===== config.mk =====
export PLATFORM = sky130hd
export DESIGN_NAME = irrigation_zone_scheduler
export DESIGN_NICKNAME = d
export VERILOG_FILES = /design/src/rtl/irrigation_zone_scheduler.sv
export SDC_FILE = /design/constraint.sdc
export NUM_CORES = 1
export LEC_CHECK = 0
export CAP_MARGIN = 20
export CELL_PAD_IN_SITES_DETAIL_PLACEMENT = 1
export CELL_PAD_IN_SITES_GLOBAL_PLACEMENT = 1
export CORE_MARGIN = 2
export CORE_UTILIZATION = 45
export DETAILED_ROUTE_END_ITERATION = 16
export PLACE_DENSITY = 0.92
export SYNTH_ARGS = -nofsm -noshare
export SYNTH_HDL_FRONTEND = slang
export SYNTH_SLANG_ARGS = --single-unit

===== constraint.sdc =====
create_clock -name clk -period 7.44 [get_ports clk]
set_input_delay 0.744 -clock clk [delete_from_list [all_inputs] [get_ports clk]]
set_output_delay 0.744 -clock clk [all_outputs]
set_load 0.03 [all_outputs]

===== src/rtl/irrigation_zone_scheduler.sv =====
// irrigation_zone_scheduler: runs the enabled irrigation zones one at a time, in
// ascending index order, each for its programmed BCD duration in seconds. Zones are
// separated by a one-second gap with all valves off.
// Ports: clk/rst (rst is asynchronous, active-high); start/abort commands; zone_en
// mask; dur_wr/dur_zone/dur_bcd duration programming; valve one-hot drive; busy;
// zone_idx; time_bcd remaining seconds; done and err one-cycle pulses.
module irrigation_zone_scheduler #(
   parameter int NZONES   = 4,
   parameter int TICK_DIV = 1000,
   localparam int ZW = $clog2(NZONES),
   localparam int PW = $clog2(TICK_DIV)
) (
   input  logic              clk,
   input  logic              rst,
   input  logic              start,
   input  logic              abort,
   input  logic [NZONES-1:0] zone_en,
   input  logic              dur_wr,
   input  logic [ZW-1:0]     dur_zone,
   input  logic [7:0]        dur_bcd,
   output logic [NZONES-1:0] valve,
   output logic              busy,
   output logic [ZW-1:0]     zone_idx,
   output logic [7:0]        time_bcd,
   output logic              done,
   output logic              err
);

   typedef enum logic [2:0] {IDLE, LOAD, RUN, GAP, DONE} state_t;

   state_t            state, state_nxt;
   logic [7:0]        dur [NZONES];
   logic [NZONES-1:0] pending;
   logic [PW-1:0]     presc;
   logic              tick;
   logic [ZW-1:0]     sel;
   logic [7:0]        sel_dur;
   logic              bcd_ok;
   logic              wr_ok;
   logic              abort_go;

   // BCD decrement by one second; callers never pass 00.
   function automatic logic [7:0] bcd_dec(input logic [7:0] v);
      if (v[3:0] != 4'd0)
         return {v[7:4], v[3:0] - 4'd1};
      else
         return {v[7:4] - 4'd1, 4'd9};
   endfunction

   assign tick     = (presc == PW'(TICK_DIV - 1));
   assign busy     = (state == LOAD) || (state == RUN) || (state == GAP);
   assign done     = (state == DONE);
   assign bcd_ok   = (dur_bcd[7:4] <= 4'd9) && (dur_bcd[3:0] <= 4'd9);
   assign wr_ok    = dur_wr && !busy && bcd_ok;
   assign abort_go = abort && (state != IDLE);
   assign sel_dur  = dur[sel];

   // Lowest set bit of the pending mask; scanning downwards lets the lowest index win.
   always_comb begin
      sel = '0;
      for (int i = NZONES - 1; i >= 0; i--) begin
         if (pending[i]) sel = ZW'(i);
      end
   end

   always_ff @(posedge clk or posedge rst) begin
      if (rst) state <= IDLE;
      else     state <= state_nxt;
   end

   always_comb begin
      state_nxt = state;
      case (state)
         IDLE: if (start && (zone_en != '0)) state_nxt = LOAD;
         LOAD: begin
            if (pending == '0)          state_nxt = DONE;
            else if (sel_dur != 8'h00)  state_nxt = RUN;
            // zero-duration zone: stay in LOAD and pick the next pending zone
         end
         RUN:  if (tick && (time_bcd == 8'h01)) state_nxt = GAP;
         GAP:  if (tick) state_nxt = LOAD;
         DONE: state_nxt = IDLE;
         default: state_nxt = IDLE;
      endcase
      // abort outranks every other transition
      if (abort_go) state_nxt = IDLE;
   end

   // Duration registers; writes are refused while a cycle is in progress.
   always_ff @(posedge clk or posedge rst) begin
      if (rst) begin
         for (int i = 0; i < NZONES; i++) dur[i] <= 8'h10;
         err <= 1'b0;
      end else begin
         err <= dur_wr && !busy && !bcd_ok;
         for (int i = 0; i < NZONES; i++) begin
            if (wr_ok && (dur_zone == ZW'(i))) dur[i] <= dur_bcd;
         end
      end
   end

   // Sequencing datapath: pending mask, prescaler, countdown, valve drive.
   always_ff @(posedge clk or posedge rst) begin
      if (rst) begin
         pending  <= '0;
         presc    <= '0;
         time_bcd <= 8'h00;
         valve    <= '0;
         zone_idx <= '0;
      end else if (abort_go) begin
         pending  <= '0;
         presc    <= '0;
         time_bcd <= 8'h00;
         valve    <= '0;
      end else begin
         case (state)
            IDLE: begin
               presc <= '0;
               if (start && (zone_en != '0)) pending <= zone_en;
            end
            LOAD: begin
               if (pending != '0) begin
                  pending  <= pending & ~(NZONES'(1) << sel);
                  zone_idx <= sel;
                  if (sel_dur != 8'h00) begin
                     time_bcd <= sel_dur;
                     presc    <= '0;
                     valve    <= NZONES'(1) << sel;
                  end
               end
            end
            RUN: begin
               presc <= tick ? '0 : presc + PW'(1);
               if (tick) begin
                  time_bcd <= bcd_dec(time_bcd);
                  if (time_bcd == 8'h01) valve <= '0;
               end
            end
            GAP: presc <= tick ? '0 : presc + PW'(1);
            DONE: time_bcd <= 8'h00;
            default: ;
         endcase
      end
   end

endmodule

==> metrics.txt <==
DRT Pass-1 Iters=4; leakage=around 1.8 nW; grt total ovfl=0; Post-CTS Setup Bufs=0; Final WS setup=just over 4000 ps; final hold vios=0; WS Path Type=primary input to register; Hold Crit Class=register to register; Via density=roughly 6.1; R2R cell count=6; Layout Cells excl Fill=approximately 480; Area Overhead vs Synth=19.57%; CTS tree=built; worst IR drop on VDD=203.8 uV; fin nets=a little under 400; slew margin rel.=about 26%; skew final=17.07 ps; metal2 WL=between 5000 and 6000 um; gp weighted congestion=between 0.8 and 0.9; launch point of the worst reg-to-reg path=pending[2]; Starting Density=a little under half; status=finished, final reports clean; combinational group share of total power=between 40% and 50%; largest net degree at the start of global routing=between 60 and 70; flop-to-flop setup slack=between 4000 and 5000 ps; dominant cell type by area after synthesis=dfrtp_1; CTS buffer count=9; highest clock rate=302.7 MHz; Seq/Total Area, Yosys=between 40% and 50%; XOR/XNOR share of the synthesized area=less than 1%; vias in the first global route=~3100; Antenna diodes=0; clk sink count=between 60 and 70; Switching Share=41.74%; Adder-Cell Fraction of Synth Area=between 2 and 2.5%; DR top layer=met4; crit-path max FO=11; Core ar.=between 7000 and 8000 um^2; Critical Path Start Type=primary input; Min-Delay Endpoint=valve[2]; Worst Hold Depth=1; dpl hpwl=just under 7000 um; Initial DRC Count=146; initial antenna violation count=0; critical hold path startpoint=valve[2]; total power=around 1.8 mW; Std-Cell Rows=32; endpoints failing setup=0; io pins=36; Simple-Gate Fraction of Synth Area=between 10% and 20%; crit path DAT=3560 ps; RSZ-0062 raised after global routing=no; final core utilization=approximately 55%; Crit path required time=approximately 7700 ps; clk buf depth=2; largest family of logic cells by synthesized area=compound AO/OA/AOI/OAI gates; Global Route Usage Sum=about a quarter; Post-synth EDFFs=0; dpl cells=~460; max-slew violation count=0; Metal-1 WL=4067 um; post-route ant nets=0; top-area cell type share of the netlist area=a little over two fifths; mux contribution to synthesized area=a little under an eighth; syn_nets=between 300 and 400; Clk pin slew, worst setup/hold paths=about 80 ps; die area=8449 um^2; clock power share=~20%; WL final=between 9000 and 10000 um; total negative setup slack=0 ps; post-place setup slack=about 3800 ps; Most used DFF post-synth=dfrtp_1; Avg Cell Area, Syn=just over 10 um^2; DR vias=just under 3000; DR WL/cell=20.35 um; Synth area leaders=dfrtp_1 43%, mux2_2 11%, dfstp_2 3.0%; proportion of layout cells with a drive suffix above 1=between 10% and 20%; Int Pwr=around 1.1 mW; CTS root buf=clkbuf_8; Resize count post-CTS=0; IO Port Bufs=35; DR WL met3=approximately 380 um; Pwr Density=approximately 440 nW/um^2; Die Height=~92 um; Mapped Area=3478 um^2; compound-cell area share of the yosys netlist=18.81%; P_sw=~770 uW; DRC viols=0; Yosys reg bits=64; first-pass GRT wire length=around 16000 um; Period minus WS final=3304 ps; MaxCap Viol Count=0; H-tree depth=3; Cell variety after synth=approximately 60; Worst-Skew Late Latency=between 300 and 400 ps; Syn Inst Count=about 340; Async SR Flop Fraction=between 90% and 100%; Slew @ Worst Pin=approximately 1100 ps; Reg power frac=roughly 37%; Ys Warns=0; Setup crit end kind=register; most instantiated library cell after synthesis=dfrtp_1; die span in x=roughly 92 um; Post-synth top cells=60 x dfrtp_1, 34 x mux2_2, 27 x nand2_1; final cycle utilization of the critical path=44.40%; cts hold-fix bufs=0; reg2reg end=presc[0]
==> cell usage in the layout, fill, tap and decap left out, types with 6 or more instances in the layout <==
cell and count:
mux2_2 34, dfrtp_1 60, nor2_1 22, o21ai_0 18, nand2_1 27, and3_1 6, a21oi_1 16, a211o_1 6
nand3_1 11, a22o_1 7, nor3_1 11, ha_1 6, clkbuf_8 11, clkdlybuf4s50_1 35, inv_1 10
==> routing by layer <==
layer | GRT usage (%) | up-vias
met5 | 0 | -
met4 | 8.831 | 0
met3 | 7.477 | 27
met2 | 41.85 | 67
met1 | 30.95 | 1489
li1 | - | 1345
==> power groups by stage <==
stage	Sequential, mW	Combinational, mW	Clock, mW
6_report	0.671	0.801	0.364
5_1_grt	0.696	0.872	0.387
4_1_cts	0.667	0.804	0.371
3_5_place_dp	0.671	0.792	0
3_3_place_gp	0.659	0.758	0
2_1_floorplan	0.640	0.549	0
==> cells by family after synthesis <==
group                      count (synthesis)
adders and majority gates                  6
and+or+nand+nor                          116
buffers and inverters                     22
muxes                                     36
AOI/OAI and AO/OA                         89
DFF                                       64
xor gates and xnor gates                   3
==> worst max-delay path by stage <==
stage                from          end  slack, ps  cells after the start
5_1_grt        pending[2]     presc[9]       3910                      6
3_3_place_gp        abort  time_bcd[6]       4040                      6
6_report            abort  time_bcd[6]       4140                      6
4_1_cts             abort  time_bcd[6]       4180                      6
3_5_place_dp        abort  time_bcd[6]       3830                      6
2_1_floorplan       abort  time_bcd[6]       4970                      5
==> flip-flops by register name, summed over array words and instances, names as in the netlist <==
name and cells:
time_bcd 8, valve 4, state 3, pending 4, zone_idx 2, presc 10, err 1, dur 32
==> metrics by stage <==
stage,hold WS (ps),area (um^2)
after floorplan,474.1,3478
after global placement,484.7,3921
after detailed placement,484.6,3921
after CTS,501.6,4159
after global routing,514.1,4159
final,492.1,4159
==> critical path, stage by stage <==
cell and delay, ps:
clkdlybuf4s50_1 600, nor4b_2 730, and4_1 320, nand4_1 410
or3b_4 440, mux2_4 300
==> final cells by class <==
| class | instances | area [um^2] |
|---|---|---|
| inverters | 11 | 41.29 |
| clock buffers | 11 | 151.4 |
| clock inverters | 5 | 86.33 |
| fillers | 842 | 3448 |
| well taps | 102 | 127.6 |
| multi-input cells | 250 | 1788 |
| repair buffers | 36 | 357.8 |
| flip-flops and latches | 64 | 1607 |
Power figures use the tool's default switching activity.
